**src/rtl/bullet_pkg.sv**
```systemverilog
// bullet_pkg: shared types and helpers for the player bullet pool.
//   aim_t        : 3-bit fire direction code (0=R 1=UR 2=U 3=UL 4=L 5=DL 6=D 7=DR)
//   coord_t      : signed working width for position arithmetic (no wrap on +/-SPEED)
//   aim_is_left  : true for the left-leaning codes (UL, L, DL)
//   aim_step     : decodes a direction into signed per-frame dx/dy
// Optional build macro: BULLET_AIM8_EN (all eight directions); without it
// bullets fly horizontally only, left for UL/L/DL and right otherwise.
package bullet_pkg;

    typedef enum logic [2:0] {
        AIM_R  = 3'd0,
        AIM_UR = 3'd1,
        AIM_U  = 3'd2,
        AIM_UL = 3'd3,
        AIM_L  = 3'd4,
        AIM_DL = 3'd5,
        AIM_D  = 3'd6,
        AIM_DR = 3'd7
    } aim_t;

    localparam int BULLET_SIZE  = 8;
    localparam int DEF_SCREEN_W = 640;
    localparam int DEF_SCREEN_H = 480;
    localparam int COORD_W      = 10;

    // Two spare bits above the 10-bit coordinate so x+dx can go negative or
    // past 1023 without wrapping before the bounds test.
    typedef logic signed [COORD_W+1:0] coord_t;

    function automatic logic aim_is_left(input aim_t a);
        return a inside {AIM_UL, AIM_L, AIM_DL};
    endfunction

    // y grows downward, so "up" is a negative dy.
    function automatic void aim_step(input aim_t a, input int speed,
                                     output coord_t dx, output coord_t dy);
        coord_t s;
        s = coord_t'(speed);
`ifdef BULLET_AIM8_EN
        case (a)
            AIM_R, AIM_UR, AIM_DR: dx = s;
            AIM_UL, AIM_L, AIM_DL: dx = -s;
            default:               dx = '0;
        endcase
        case (a)
            AIM_UR, AIM_U, AIM_UL: dy = -s;
            AIM_DL, AIM_D, AIM_DR: dy = s;
            default:               dy = '0;
        endcase
`else
        dx = aim_is_left(a) ? -s : s;
        dy = '0;
`endif
    endfunction

endpackage

```
**src/rtl/bullet_pool_ctrl_if.sv**
```systemverilog
// bullet_pool_ctrl_if: request/response bundle between the game logic and
// the bullet pool.
//   master (game logic / bench): drives fire, aim, spawn_x, spawn_y, hit_mask
//   slave  (bullet_pool_ctrl)  : drives bullet_status, bullet_x, bullet_y,
//                                active_count, fire_dropped
// Packing: slot i occupies bullet_x/bullet_y[10i+9:10i] and bullet_status[i].
interface bullet_pool_ctrl_if #(
    parameter int NUM_BULLETS = 10
);
    localparam int CNT_W = $clog2(NUM_BULLETS + 1);

    logic                       fire;
    logic [2:0]                 aim;
    logic [9:0]                 spawn_x;
    logic [9:0]                 spawn_y;
    logic [NUM_BULLETS-1:0]     hit_mask;

    logic [NUM_BULLETS-1:0]     bullet_status;
    logic [10*NUM_BULLETS-1:0]  bullet_x;
    logic [10*NUM_BULLETS-1:0]  bullet_y;
    logic [CNT_W-1:0]           active_count;
    logic                       fire_dropped;

    modport master (
        output fire, aim, spawn_x, spawn_y, hit_mask,
        input  bullet_status, bullet_x, bullet_y, active_count, fire_dropped
    );

    modport slave (
        input  fire, aim, spawn_x, spawn_y, hit_mask,
        output bullet_status, bullet_x, bullet_y, active_count, fire_dropped
    );

endinterface

```
**src/rtl/bullet_slot.sv**
```systemverilog
// bullet_slot: one entry of the bullet pool. Holds status, x, y and
// direction, and moves/retires itself on each frame tick.
// Ports:
//   Clk, Reset         : clock, synchronous active-high reset
//   tick               : one-cycle frame strobe
//   hit                : kill request for this slot
//   spawn              : load this slot with spawn_x/spawn_y/spawn_aim
//   status, pos_x/y    : registered slot state
//   status_nxt         : value status takes at the next edge (for popcount)
// Optional build macro: BULLET_AIM8_EN keeps the full 3-bit direction;
// otherwise only a left/right bit is stored.
module bullet_slot
    import bullet_pkg::*;
#(
    parameter int SPEED    = 4,
    parameter int SCREEN_W = DEF_SCREEN_W,
    parameter int SCREEN_H = DEF_SCREEN_H
) (
    input  logic       Clk,
    input  logic       Reset,
    input  logic       tick,
    input  logic       hit,
    input  logic       spawn,
    input  aim_t       spawn_aim,
    input  logic [9:0] spawn_x,
    input  logic [9:0] spawn_y,
    output logic       status,
    output logic       status_nxt,
    output logic [9:0] pos_x,
    output logic [9:0] pos_y
);

    localparam coord_t X_MAX = coord_t'(SCREEN_W - BULLET_SIZE);
    localparam coord_t Y_MAX = coord_t'(SCREEN_H - BULLET_SIZE);

    aim_t   dir_aim;
    coord_t step_dx;
    coord_t step_dy;
    coord_t nx;
    coord_t ny;
    logic   off_screen;
    logic   move;

`ifdef BULLET_AIM8_EN
    aim_t dir;
    assign dir_aim = dir;
`else
    logic dir_left;
    assign dir_aim = dir_left ? AIM_L : AIM_R;
`endif

    // Candidate position is formed in the wider signed type so the bounds
    // test sees the true value before anything is truncated back to 10 bits.
    always_comb begin
        aim_step(dir_aim, SPEED, step_dx, step_dy);
        nx = $signed({2'b00, pos_x}) + step_dx;
        ny = $signed({2'b00, pos_y}) + step_dy;
        off_screen = (nx < 0) || (nx > X_MAX) || (ny < 0) || (ny > Y_MAX);
    end

    // Spawn only ever targets a free slot, so it never competes with motion;
    // a hit beats motion on an active slot.
    always_comb begin
        status_nxt = status;
        move       = 1'b0;
        if (spawn) begin
            status_nxt = 1'b1;
        end else if (hit) begin
            status_nxt = 1'b0;
        end else if (tick && status) begin
            if (off_screen) begin
                status_nxt = 1'b0;
            end else begin
                move = 1'b1;
            end
        end
    end

    // Retired slots keep their last position; only status drops.
    always_ff @(posedge Clk) begin
        if (Reset) begin
            status <= 1'b0;
            pos_x  <= '0;
            pos_y  <= '0;
`ifdef BULLET_AIM8_EN
            dir    <= AIM_R;
`else
            dir_left <= 1'b0;
`endif
        end else begin
            status <= status_nxt;
            if (spawn) begin
                pos_x <= spawn_x;
                pos_y <= spawn_y;
`ifdef BULLET_AIM8_EN
                dir   <= spawn_aim;
`else
                dir_left <= aim_is_left(spawn_aim);
`endif
            end else if (move) begin
                pos_x <= nx[9:0];
                pos_y <= ny[9:0];
            end
        end
    end

endmodule

```
**src/rtl/bullet_pool_ctrl.sv**
```systemverilog
// bullet_pool_ctrl: owns the player bullet pool. Spawns a bullet into the
// lowest free slot on a frame tick when fire is held and the cooldown has
// expired, advances every active bullet once per frame, and retires bullets
// that leave the screen or are hit.
// Ports:
//   Clk, Reset : clock, synchronous active-high reset
//   frame_clk  : vsync-derived level; its rising edge marks a frame
//   bus        : bullet_pool_ctrl_if.slave (fire/aim/spawn/hit in,
//                status/positions/count/fire_dropped out)
// Optional build macro: BULLET_AIM8_EN enables all eight fire directions.
module bullet_pool_ctrl
    import bullet_pkg::*;
#(
    parameter int NUM_BULLETS = 10,
    parameter int SPEED       = 4,
    parameter int COOLDOWN    = 8,
    parameter int SCREEN_W    = DEF_SCREEN_W,
    parameter int SCREEN_H    = DEF_SCREEN_H
) (
    input  logic                  Clk,
    input  logic                  Reset,
    input  logic                  frame_clk,
    bullet_pool_ctrl_if.slave     bus
);

    localparam int CNT_W = $clog2(NUM_BULLETS + 1);
    localparam int CD_W  = (COOLDOWN > 1) ? $clog2(COOLDOWN) : 1;

    logic                   frame_d;
    logic                   tick;
    logic [CD_W-1:0]        cooldown;
    logic [NUM_BULLETS-1:0] status;
    logic [NUM_BULLETS-1:0] status_nxt;
    logic [NUM_BULLETS-1:0] free_onehot;
    logic                   free_found;
    logic                   spawn_try;
    logic [NUM_BULLETS-1:0] spawn_vec;
    logic [CNT_W-1:0]       count_nxt;
    logic [CNT_W-1:0]       active_count;
    logic                   fire_dropped;
    aim_t                   spawn_aim;
    logic [9:0]             pos_x [NUM_BULLETS];
    logic [9:0]             pos_y [NUM_BULLETS];

    assign tick      = frame_clk & ~frame_d;
    assign spawn_aim = aim_t'(bus.aim);

    // Lowest-index free slot, judged on the registered status so a slot
    // freed this cycle is not reused until a later tick.
    always_comb begin
        free_onehot = '0;
        free_found  = 1'b0;
        for (int i = 0; i < NUM_BULLETS; i++) begin
            if (!free_found && !status[i]) begin
                free_onehot[i] = 1'b1;
                free_found     = 1'b1;
            end
        end
    end

    assign spawn_try = tick && (cooldown == '0) && bus.fire;
    assign spawn_vec = spawn_try ? free_onehot : '0;

    // Count of slots that will be active after this edge, so active_count
    // changes on the same edge as bullet_status.
    always_comb begin
        count_nxt = '0;
        for (int i = 0; i < NUM_BULLETS; i++) begin
            count_nxt = count_nxt + CNT_W'(status_nxt[i]);
        end
    end

    for (genvar i = 0; i < NUM_BULLETS; i++) begin : g_slot
        bullet_slot #(
            .SPEED    (SPEED),
            .SCREEN_W (SCREEN_W),
            .SCREEN_H (SCREEN_H)
        ) u_slot (
            .Clk        (Clk),
            .Reset      (Reset),
            .tick       (tick),
            .hit        (bus.hit_mask[i]),
            .spawn      (spawn_vec[i]),
            .spawn_aim  (spawn_aim),
            .spawn_x    (bus.spawn_x),
            .spawn_y    (bus.spawn_y),
            .status     (status[i]),
            .status_nxt (status_nxt[i]),
            .pos_x      (pos_x[i]),
            .pos_y      (pos_y[i])
        );

        assign bus.bullet_x[10*i +: 10] = pos_x[i];
        assign bus.bullet_y[10*i +: 10] = pos_y[i];
    end

    // A refused spawn leaves cooldown at zero so the next tick retries.
    always_ff @(posedge Clk) begin
        if (Reset) begin
            frame_d      <= 1'b0;
            cooldown     <= '0;
            active_count <= '0;
            fire_dropped <= 1'b0;
        end else begin
            frame_d      <= frame_clk;
            active_count <= count_nxt;
            fire_dropped <= spawn_try && !free_found;
            if (tick) begin
                if (cooldown != '0) begin
                    cooldown <= cooldown - 1'b1;
                end else if (bus.fire && free_found) begin
                    cooldown <= CD_W'(COOLDOWN - 1);
                end
            end
        end
    end

    assign bus.bullet_status = status;
    assign bus.active_count  = active_count;
    assign bus.fire_dropped  = fire_dropped;

endmodule

```
**src/flat_wrapper.sv**
```systemverilog
// flat-port wrapper written by rule: the top's interface ports become plain ports
module bullet_pool_ctrl_flat import bullet_pkg::*;
#(
    parameter int NUM_BULLETS = 10,
    parameter int SPEED       = 4,
    parameter int COOLDOWN    = 8,
    parameter int SCREEN_W    = DEF_SCREEN_W,
    parameter int SCREEN_H    = DEF_SCREEN_H
)
  (Clk, Reset, frame_clk, bus_fire, bus_aim, bus_spawn_x, bus_spawn_y, bus_hit_mask, bus_bullet_status, bus_bullet_x, bus_bullet_y, bus_active_count, bus_fire_dropped);
  bullet_pool_ctrl_if #(.NUM_BULLETS(NUM_BULLETS)) bus_i ();
  input  logic Clk;
  input  logic Reset;
  input  logic frame_clk;
  input wire logic [$bits(bus_i.fire)-1:0] bus_fire;
  input wire logic [$bits(bus_i.aim)-1:0] bus_aim;
  input wire logic [$bits(bus_i.spawn_x)-1:0] bus_spawn_x;
  input wire logic [$bits(bus_i.spawn_y)-1:0] bus_spawn_y;
  input wire logic [$bits(bus_i.hit_mask)-1:0] bus_hit_mask;
  output wire logic [$bits(bus_i.bullet_status)-1:0] bus_bullet_status;
  output wire logic [$bits(bus_i.bullet_x)-1:0] bus_bullet_x;
  output wire logic [$bits(bus_i.bullet_y)-1:0] bus_bullet_y;
  output wire logic [$bits(bus_i.active_count)-1:0] bus_active_count;
  output wire logic [$bits(bus_i.fire_dropped)-1:0] bus_fire_dropped;
  assign bus_i.fire = bus_fire;
  assign bus_i.aim = bus_aim;
  assign bus_i.spawn_x = bus_spawn_x;
  assign bus_i.spawn_y = bus_spawn_y;
  assign bus_i.hit_mask = bus_hit_mask;
  assign bus_bullet_status = bus_i.bullet_status;
  assign bus_bullet_x = bus_i.bullet_x;
  assign bus_bullet_y = bus_i.bullet_y;
  assign bus_active_count = bus_i.active_count;
  assign bus_fire_dropped = bus_i.fire_dropped;
  bullet_pool_ctrl #(.NUM_BULLETS(NUM_BULLETS), .SPEED(SPEED), .COOLDOWN(COOLDOWN), .SCREEN_W(SCREEN_W), .SCREEN_H(SCREEN_H)) u_core (.Clk(Clk), .Reset(Reset), .frame_clk(frame_clk), .bus(bus_i));
endmodule
```
**config.mk**
```make
export PLATFORM = sky130hd
export DESIGN_NAME = bullet_pool_ctrl_flat
export DESIGN_NICKNAME = d
export VERILOG_FILES = /design/src/rtl/bullet_pkg.sv /design/src/rtl/bullet_pool_ctrl_if.sv /design/src/rtl/bullet_slot.sv /design/src/rtl/bullet_pool_ctrl.sv /design/src/flat_wrapper.sv
export SDC_FILE = /design/constraint.sdc
export NUM_CORES = 1
export LEC_CHECK = 0
export BUFFER_PORTS_ARGS = -buffer_cell sky130_fd_sc_hd__buf_2
export CORE_ASPECT_RATIO = 1.25
export CORE_MARGIN = 8
export CORE_UTILIZATION = 57
export DETAILED_ROUTE_END_ITERATION = 10
export PLACE_DENSITY_LB_ADDON = 0.08
export SYNTH_ARGS = -nofsm -noshare
export SYNTH_HDL_FRONTEND = slang
export SYNTH_SLANG_ARGS = --single-unit
```
**constraint.sdc**
```tcl
create_clock -name Clk -period 6.7 [get_ports Clk]
set_clock_uncertainty 0.15 [all_clocks]
set_input_delay 1.34 -clock Clk [delete_from_list [all_inputs] [get_ports Clk]]
set_output_delay 1.34 -clock Clk [all_outputs]
set_load 0.02 [all_outputs]
```
## After elaboration in Yosys (flattened, before gate mapping)

Index checks and enable logic that the tools add are counted.

| operators by class | value |
|---|---|
| magnitude comparators | 40 |
| add/sub/neg operators | 20 |
| bitwise logic cells | 2 |
| equal/unequal tests | 33 |
| muxes and demuxes | 152 |
| reduce and logical (&&, ||, !) cells | 96 |

Operator list:

| operator | count |
|---|---|
| $mux 10 | 31 |
| $add 11x12->12 | 10 |
| $gt 12x11->1 const B | 10 |
| $lt 12x1->1 const B | 10 |
| $mux 12 | 10 |
| $gt 10x9->1 const B | 10 |
| $lt 10x1->1 const B | 10 |
| $mux 1 | 99 |
| $eq 3x3->1 const B | 22 |
| $mux 3 | 12 |
| $reduce_bool 3->1 | 12 |
| $eq 3x2->1 const B | 11 |
| $add 4x1->4 | 8 |
| $logic_or 1x1->1 | 30 |
| $logic_and 1x1->1 | 23 |
| $reduce_bool 2->1 | 11 |
| $logic_not 1->1 | 18 |
| $logic_not 3->1 | 1 |
| $sub 3x1->3 const B | 1 |
| $add 1x1->2 | 1 |
| $reduce_and 2->1 | 1 |
| $and 1x1->1 | 1 |
| $not 1->1 | 1 |

| word-level totals | value |
|---|---|
| input bits | 37 |
| word-level logic and storage cells | 387 |
| flip-flop bits (word level) | 229 |

## Logic depth before layout (Yosys ltp)

| depth | value |
|---|---|
| depth in word-level cells | 38 |
| mapped depth | 21 |
| gate-level depth less buffers | 20 |

## Cells and area by module

Synthesis repeated with hierarchy kept, for this count alone.

| unflattened totals | value |
|---|---|
| cell total of the unflattened synthesis | 1,693 |
| area, all modules | 14,752.9 µm² |

Modules (own cells, without submodules):

| module | times used | area an instance (µm²) | cells an instance | sequential area each (µm²) |
|---|---|---|---|---|
| bullet_slot at u_core.g_slot[0].u_slot ... | 8 | 1,393.8 | 161 | 440.4 |
| bullet_slot at u_core.g_slot[4].u_slot | 1 | 1,506.4 | 166 | 440.4 |
| bullet_slot at u_core.g_slot[5].u_slot | 1 | 1,400.1 | 161 | 440.4 |
| bullet_pool_ctrl | 1 | 695.7 | 78 | 180.2 |

## Least setup slack after synthesis

Ideal clock, no wire load.

| timing path | value |
|---|---|
| kind | input-to-reg |
| start point | input port frame_clk |
| end point | register u_core.active_count[1] (netlist: u_core.bus.active_count[1]) |
| stages on the path | 18 |
| arrival | 5.268 ns |
| library setup time | 0.066 ns |
| buffers on the path | 3 |
| path slack | 1.216 ns |
| cells stage by stage | nor2b_1 -> clkbuf_1 -> nand3_1 -> nor2_1 -> nand2_1 -> clkbuf_1 -> or3_1 -> clkbuf_1 -> nand2_1 -> fa_1 -> fa_1 -> inv_1 -> fa_1 -> inv_1 -> fa_1 -> inv_1 -> fa_1 -> nor2_1 |

| between the ends | value |
|---|---|
| elaborated cells between the ends (all ways) | 53 |
| those cells by class | add/sub: 9; mux: 31; bitwise: 1; reduce/logical: 12 |

RTL lines:

| element | line | RTL |
|---|---|---|
| from (decl) | flat_wrapper.sv:14 | `input logic frame_clk;` |
| $and 1x1->1 (*) | bullet_pool_ctrl.sv:45 | `assign tick = frame_clk & ~frame_d;` |
| $logic_and 1x1->1, on equally long branches | bullet_slot.sv:70, bullet_pool_ctrl.sv:61 |  |
| $mux 1 / $logic_and 1x1->1 (equally long branches) | bullet_slot.sv:70, bullet_pool_ctrl.sv:61 |  |
| $mux 1 / $mux 10 (equally long branches) | bullet_slot.sv:68, bullet_pool_ctrl.sv:62 |  |
| $mux 1 (*) | bullet_slot.sv:66 | `if (spawn) begin` |
| net u_core.g_slot[7].u_slot.status_nxt | bullet_slot.sv:28 | `output logic status_nxt,` |
| $add 4x1->4 (*) (3 in a row) | bullet_pool_ctrl.sv:69 | `count_nxt = count_nxt + CNT_W'(status_nxt[i]);` |
| to (signal assigned) | bullet_pool_ctrl.sv:106 | `active_count <= count_nxt;` |
| to (decl) | bullet_pool_ctrl.sv:39 | `logic [CNT_W-1:0] active_count;` |

Mark *: on every way through the listed nets, which the timed path passes. The rest lies on a longest branch.
A chain may end at the register's enable or synchronous reset.

## Worst setup path after layout

| timing path | value |
|---|---|
| start point | register u_core.g_slot[1].u_slot.dir_left |
| end point | register u_core.active_count[1] (netlist: u_core.bus.active_count[1]) |

| between the ends | value |
|---|---|
| cells in the longest elaborated chain, start to end | 22 |
| elaborated cells between the ends (all ways) | 25 |
| those cells by class | add/sub: 10; order compare: 2; eq/ne: 3; mux: 6; reduce/logical: 4 |

Ends and longest elaborated chain:

| element | line | RTL |
|---|---|---|
| from (decl) | bullet_slot.sv:48 | `logic dir_left;` |
| from (signal assigned) | bullet_slot.sv:98 | `dir_left <= aim_is_left(spawn_aim);` |
| $mux 3 (*) | bullet_slot.sv:49 | `assign dir_aim = dir_left ? AIM_L : AIM_R;` |
| $eq 3x2->1 / $eq 3x3->1 (equally long branches) | bullet_pkg.sv:31 | `return a inside {AIM_UL, AIM_L, AIM_DL};` |
| $reduce_bool 3->1 (*) | bullet_pkg.sv:31 |  |
| $mux 12 (*) | bullet_pkg.sv:51 | `dx = aim_is_left(a) ? -s : s;` |
| $add 11x12->12 (*) | bullet_slot.sv:56 | `nx = $signed({2'b00, pos_x}) + step_dx;` |
| $lt 12x1->1 / $gt 12x11->1 (equally long branches) | bullet_slot.sv:58 | `off_screen = (nx < 0) \|\| (nx > X_MAX) \|\| (ny < 0) \|\| (ny > Y_MAX);` |
| $logic_or 1x1->1 (*) (3 in a row) | bullet_slot.sv:58 |  |
| $mux 1 (*) | bullet_slot.sv:71 | `if (off_screen) begin` |
| $mux 1 (*) | bullet_slot.sv:70 | `end else if (tick && status) begin` |
| $mux 1 (*) | bullet_slot.sv:68 | `end else if (hit) begin` |
| $mux 1 (*) | bullet_slot.sv:66 |  |
| net u_core.g_slot[1].u_slot.status_nxt | bullet_slot.sv:28 |  |
| $add 1x1->2 (*) | bullet_pool_ctrl.sv:69 |  |
| $add 4x1->4 (*) (8 in a row) | bullet_pool_ctrl.sv:69 |  |

Marks and branches as above.

==> implementation parameters <==
Parameter                              Value

Outcome
  Run status ... finished, final reports clean

Synthesis
  Number of enable flip-flop cells after synthesis ... 0
  Post-synthesis instance area ... between 10000 and 15000 sq um
  Cells after synthesis ... 1730
  Most used flip-flop cell after synthesis ... dfxtp_1
  Warnings from Yosys ... 0
  Distinct cells, synth ... between 80 and 90
  Net count after synthesis ... 1880
  Share of synthesized area occupied by flip-flops and latches ... 32.91%
  Number of register bits inferred by synthesis ... 229
  Post-synthesis average cell area ... 8.051 sq um
  FFs w/ async S/R, synth ... 0%

Run
  MaxCap Viol Count ... 0

Worst setup path
  Beginning of the worst register-to-register path ... u_core.g_slot[1].u_slot.dir_left$_SDFFE_PP0P_
  Worst reg-to-reg setup slack ... 0.74 ns
  Worst Setup End Kind ... flop
  Total buffers and inverters traversed by the critical path ... 3
  Critical Path Max Stage Delay ... 0.65 ns
  CP Class ... reg -> reg
  Arrival time at the worst endpoint ... 6.27 ns
  RR Endpoint ... u_core.bus.active_count[1]$_SDFF_PP0_
  Data required time at the worst endpoint ... 7.01 ns
  Critical path cell sequence ... ha_1, a211o_1, a2111oi_2, nor3b_1, mux2_2, o221ai_2, o211ai_1, ha_1, fa_1, fa_1, inv_1, fa_1, inv_1, fa_1, inv_1, fa_1, nor2_1
  Cell with the largest stage delay on the worst path ... dfxtp_1
  Startpoint types ... flop
  End point of the critical path ... u_core.bus.active_count[1]$_SDFF_PP0_
  Cell family with most CP delay ... adder cells
  Depth of the critical timing path with buffers and inverters included ... 17
  Cell type with the highest occurrence count on the critical path ... fa_1
  Number of cells traversed by the worst register-to-register path ... 17
  Worst setup path start ... u_core.g_slot[1].u_slot.dir_left$_SDFFE_PP0P_
  Max FO, Critical Path ... 13

Route
  Total Routed Length ... 46640 um
  Initial DRC Count ... approximately 950
  Routed length on met1 ... about 18000 um
  Detailed-routed wire length on met3 ... 4015 um
  Per-cell via count in the routed design ... 6.045
  Post-detailed-route wirelength per cell ... 20.67 um
  DRT Pass-1 Iters ... 5
  Topmost layer with routed signal wires ... met4
  DR DRC count ... 0
  Met2 wire length ... between 20000 and 25000 um
  Vias post-DR ... around 14k
  Final antenna-violating net count ... 0

Power
  Power density over cell area ... 187.5 nW/um^2
  Leak ... roughly 7 nW
  Maximum vdd ir drop ... 0.2151 mV

STA
  Period utilization ... about 89%
  Total setup violations reported at the end of the flow ... 0
  Final hold viol count ... 0
  RSZ-0062 raised after global routing ... false
  Worst slew margin ... between 20% and 30%
  Count of final max-slew check failures ... 0
  Worst slew pin tran ... roughly 1.2 ns
  Final worst path period need ... 5.960 ns
  Peak clock frequency supported by timing ... 167.8 MHz
  Total negative slack for setup checks ... 0 ns
  Worst setup slack after layout ... roughly 0.74 ns

Finish
  Count of inserted antenna diode cells ... 0
  Post-layout instance count excluding filler cells ... 2257
  Nets@finish ... 2061
  Layout overhead on the synthesized area ... 15.53%
  Share of post-route cells with drive strength above 1 ... 18.06%

Clock network
  Clk sink count ... 229
  Longest Clk Path Bufs ... 3
  Quantity of gates resized following cts ... 0
  Clock Root Buffer ... clkbuf_16
  Number of buffers inserted during clock tree synthesis ... 24
  Clock tree from TritonCTS ... built
  Clock insertion delay at the later pin of the skew report ... between 0.5 and 0.6 ns
  Hold Buf Count CTS ... 0
  Clock-pin transition on the worst setup and hold timing paths ... 0.07 ns
  Post-CTS repair timing setup buffer count ... 0
  Number of H-tree levels ... 1

Die
  Placeable core region ... 24260 sq um
  Site Rows ... 64
  Die H ... about 190 um
  Die outline area ... 29720 sq um
  Horizontal die dimension ... around 160 um
  Initial standard-cell utilization of the core ... 57.41%
  I/O pin count ... 252

Placed design
  Port Buf Inserts ... around 250
  Half-perimeter wire length of the detailed placement result ... roughly 33000 um
  Post-Place Cells ... 2215
  Minimum setup slack after placement ... 0.6306 ns
  Placer's final routability congestion estimate ... 0.9270

Global routing
  Number of global-route vias before repair ... 13.05k
  Global-route wire length before repair ... 71710 um
  Largest net degree at the start of global routing ... 101
  GRT overflow ... 0
  Number of antenna violations at the first check in global routing ... 0
  GRT Total Usage ... 30.34%

Worst hold path
  Hold Crit Class ... reg -> reg
[final cells by class]
cell class / instances / area [sq um]
clock buffers: 34 / 729.5
clock inverters: 8 / 92.59
fillers: 2158 / 8172
inverters: 60 / 225.2
multi-input cells: 1327 / 8650
flip-flops and latches: 229 / 4584
well taps: 330 / 412.9
repair buffers: 269 / 1398
[Yosys cell counts (all sizes together), types with 9 or more instances]
master / n / area share, %
xor2: 21 / 1.3
or3: 13 / 0.62
a211oi: 69 / 3.9
buf: 24 / 1.1
fa: 16 / 2.3
xnor2: 24 / 1.5
a211o: 11 / 0.69
o211ai: 14 / 0.75
a21oi: 205 / 7.4
o21a: 18 / 0.98
nand2b: 20 / 0.90
o311ai: 19 / 1.2
o21ai: 35 / 1.3
nor4: 9 / 0.40
ha: 97 / 8.7
inv: 60 / 1.6
nand3b: 11 / 0.59
nor2b: 13 / 0.58
dfxtp: 229 / 33
a2111o: 11 / 0.89
or2: 11 / 0.49
nor3: 19 / 0.84
and2: 13 / 0.58
nor3b: 20 / 1.1
a31oi: 9 / 0.40
mux2i: 20 / 1.4
a22oi: 19 / 1.0
clkbuf: 90 / 2.4
nand3: 14 / 0.50
nor2: 125 / 3.4
a311oi: 20 / 1.3
nand2: 326 / 8.8
a21o: 22 / 1.2
[cells in the final DEF, fill, tap and decap left out, drive strengths merged, types with 16 or more instances in the layout]
cell | netlist | layout
nor3b | 20 | 20
nor2 | 125 | 125
fa | 16 | 16
mux2i | 20 | 20
xnor2 | 24 | 24
buf | 24 | 269
clkbuf | 90 | 34
a22oi | 19 | 19
a311oi | 20 | 20
o311ai | 19 | 19
o21ai | 35 | 35
a211oi | 69 | 69
xor2 | 21 | 21
a21oi | 205 | 205
a21o | 22 | 22
nor3 | 19 | 19
ha | 97 | 97
dfxtp | 229 | 229
nand2b | 20 | 20
nand2 | 326 | 326
o21a | 18 | 18
inv | 60 | 60
[how the worst min path moves through the flow]
| stage | startpoint | depth (start not counted) | end |
|---|---|---|---|
| 2_1_floorplan | u_core.cooldown[2]$_SDFFE_PP0P_ | 1 | u_core.cooldown[2]$_SDFFE_PP0P_ |
| 3_3_place_gp | u_core.g_slot[9].u_slot.pos_x[1]$_SDFFE_PP0P_ | 2 | u_core.g_slot[9].u_slot.pos_x[1]$_SDFFE_PP0P_ |
| 3_5_place_dp | u_core.g_slot[4].u_slot.pos_y[5]$_SDFFE_PP0P_ | 2 | u_core.g_slot[4].u_slot.pos_y[5]$_SDFFE_PP0P_ |
| 4_1_cts | u_core.g_slot[0].u_slot.pos_y[6]$_SDFFE_PP0P_ | 2 | u_core.g_slot[0].u_slot.pos_y[6]$_SDFFE_PP0P_ |
| 5_1_grt | u_core.g_slot[5].u_slot.pos_y[8]$_SDFFE_PP0P_ | 2 | u_core.g_slot[5].u_slot.pos_y[8]$_SDFFE_PP0P_ |
| 6_report | u_core.g_slot[4].u_slot.pos_y[5]$_SDFFE_PP0P_ | 2 | u_core.g_slot[4].u_slot.pos_y[5]$_SDFFE_PP0P_ |
[flip-flops by register name, summed over array words and instances (netlist names)]
signal / cells
u_core.bus.active_count: 4
u_core.cooldown: 3
u_core.g_slot.u_slot.pos_y: 100
u_core.bus.fire_dropped: 1
u_core.g_slot.u_slot.status: 10
u_core.g_slot.u_slot.pos_x: 100
u_core.g_slot.u_slot.dir_left: 10
u_core.frame_d: 1
[logic make-up (layout without fill, tap and decap cells)]
family	count (synthesis)	count (layout)	synth area share, %
AOI/OAI and AO/OA	523	523	25.99
xor gates and xnor gates	45	45	2.830
adders and majority gates	113	113	11.01
buffers and inverters	174	371	5.111
DFF	229	229	32.91
muxes	25	25	1.841
and+or+nand+nor	621	621	20.30
[through the flow]
step | power, mW | area [sq um] | hold WS, ns | utilization (%)
floorplan | 1.550 | 13930 | 0.2993 | -
global placement | 1.635 | 15270 | 0.3022 | 62.93
detailed placement | 1.636 | 15270 | 0.3067 | 62.93
CTS | 3.028 | 16090 | 0.3154 | 66.32
global route | 3.101 | 16090 | 0.3358 | 66.32
finish | 3.017 | 16090 | 0.3140 | 66.32
[report_power, final]
part | internal [mW] | switching [mW]
registers | 1.37 | 0.0152
logic | 0.0611 | 0.159
clock network | 0.831 | 0.576
total | 2.27 | 0.750
[tightest hold or removal path, cell delays in order (launching register included)]
cell,delay (ns)
dfxtp_1,0.31
nand2_1,0.05
a21oi_1,0.05
[routing by layer]
metal,up-vias,GRT usage [%]
met3,123,7.370
met5,-,0
li1,6571,-
met2,471,51.14
met1,6478,35.57
met4,0,14.51
Power figures use the tool's default switching activity.
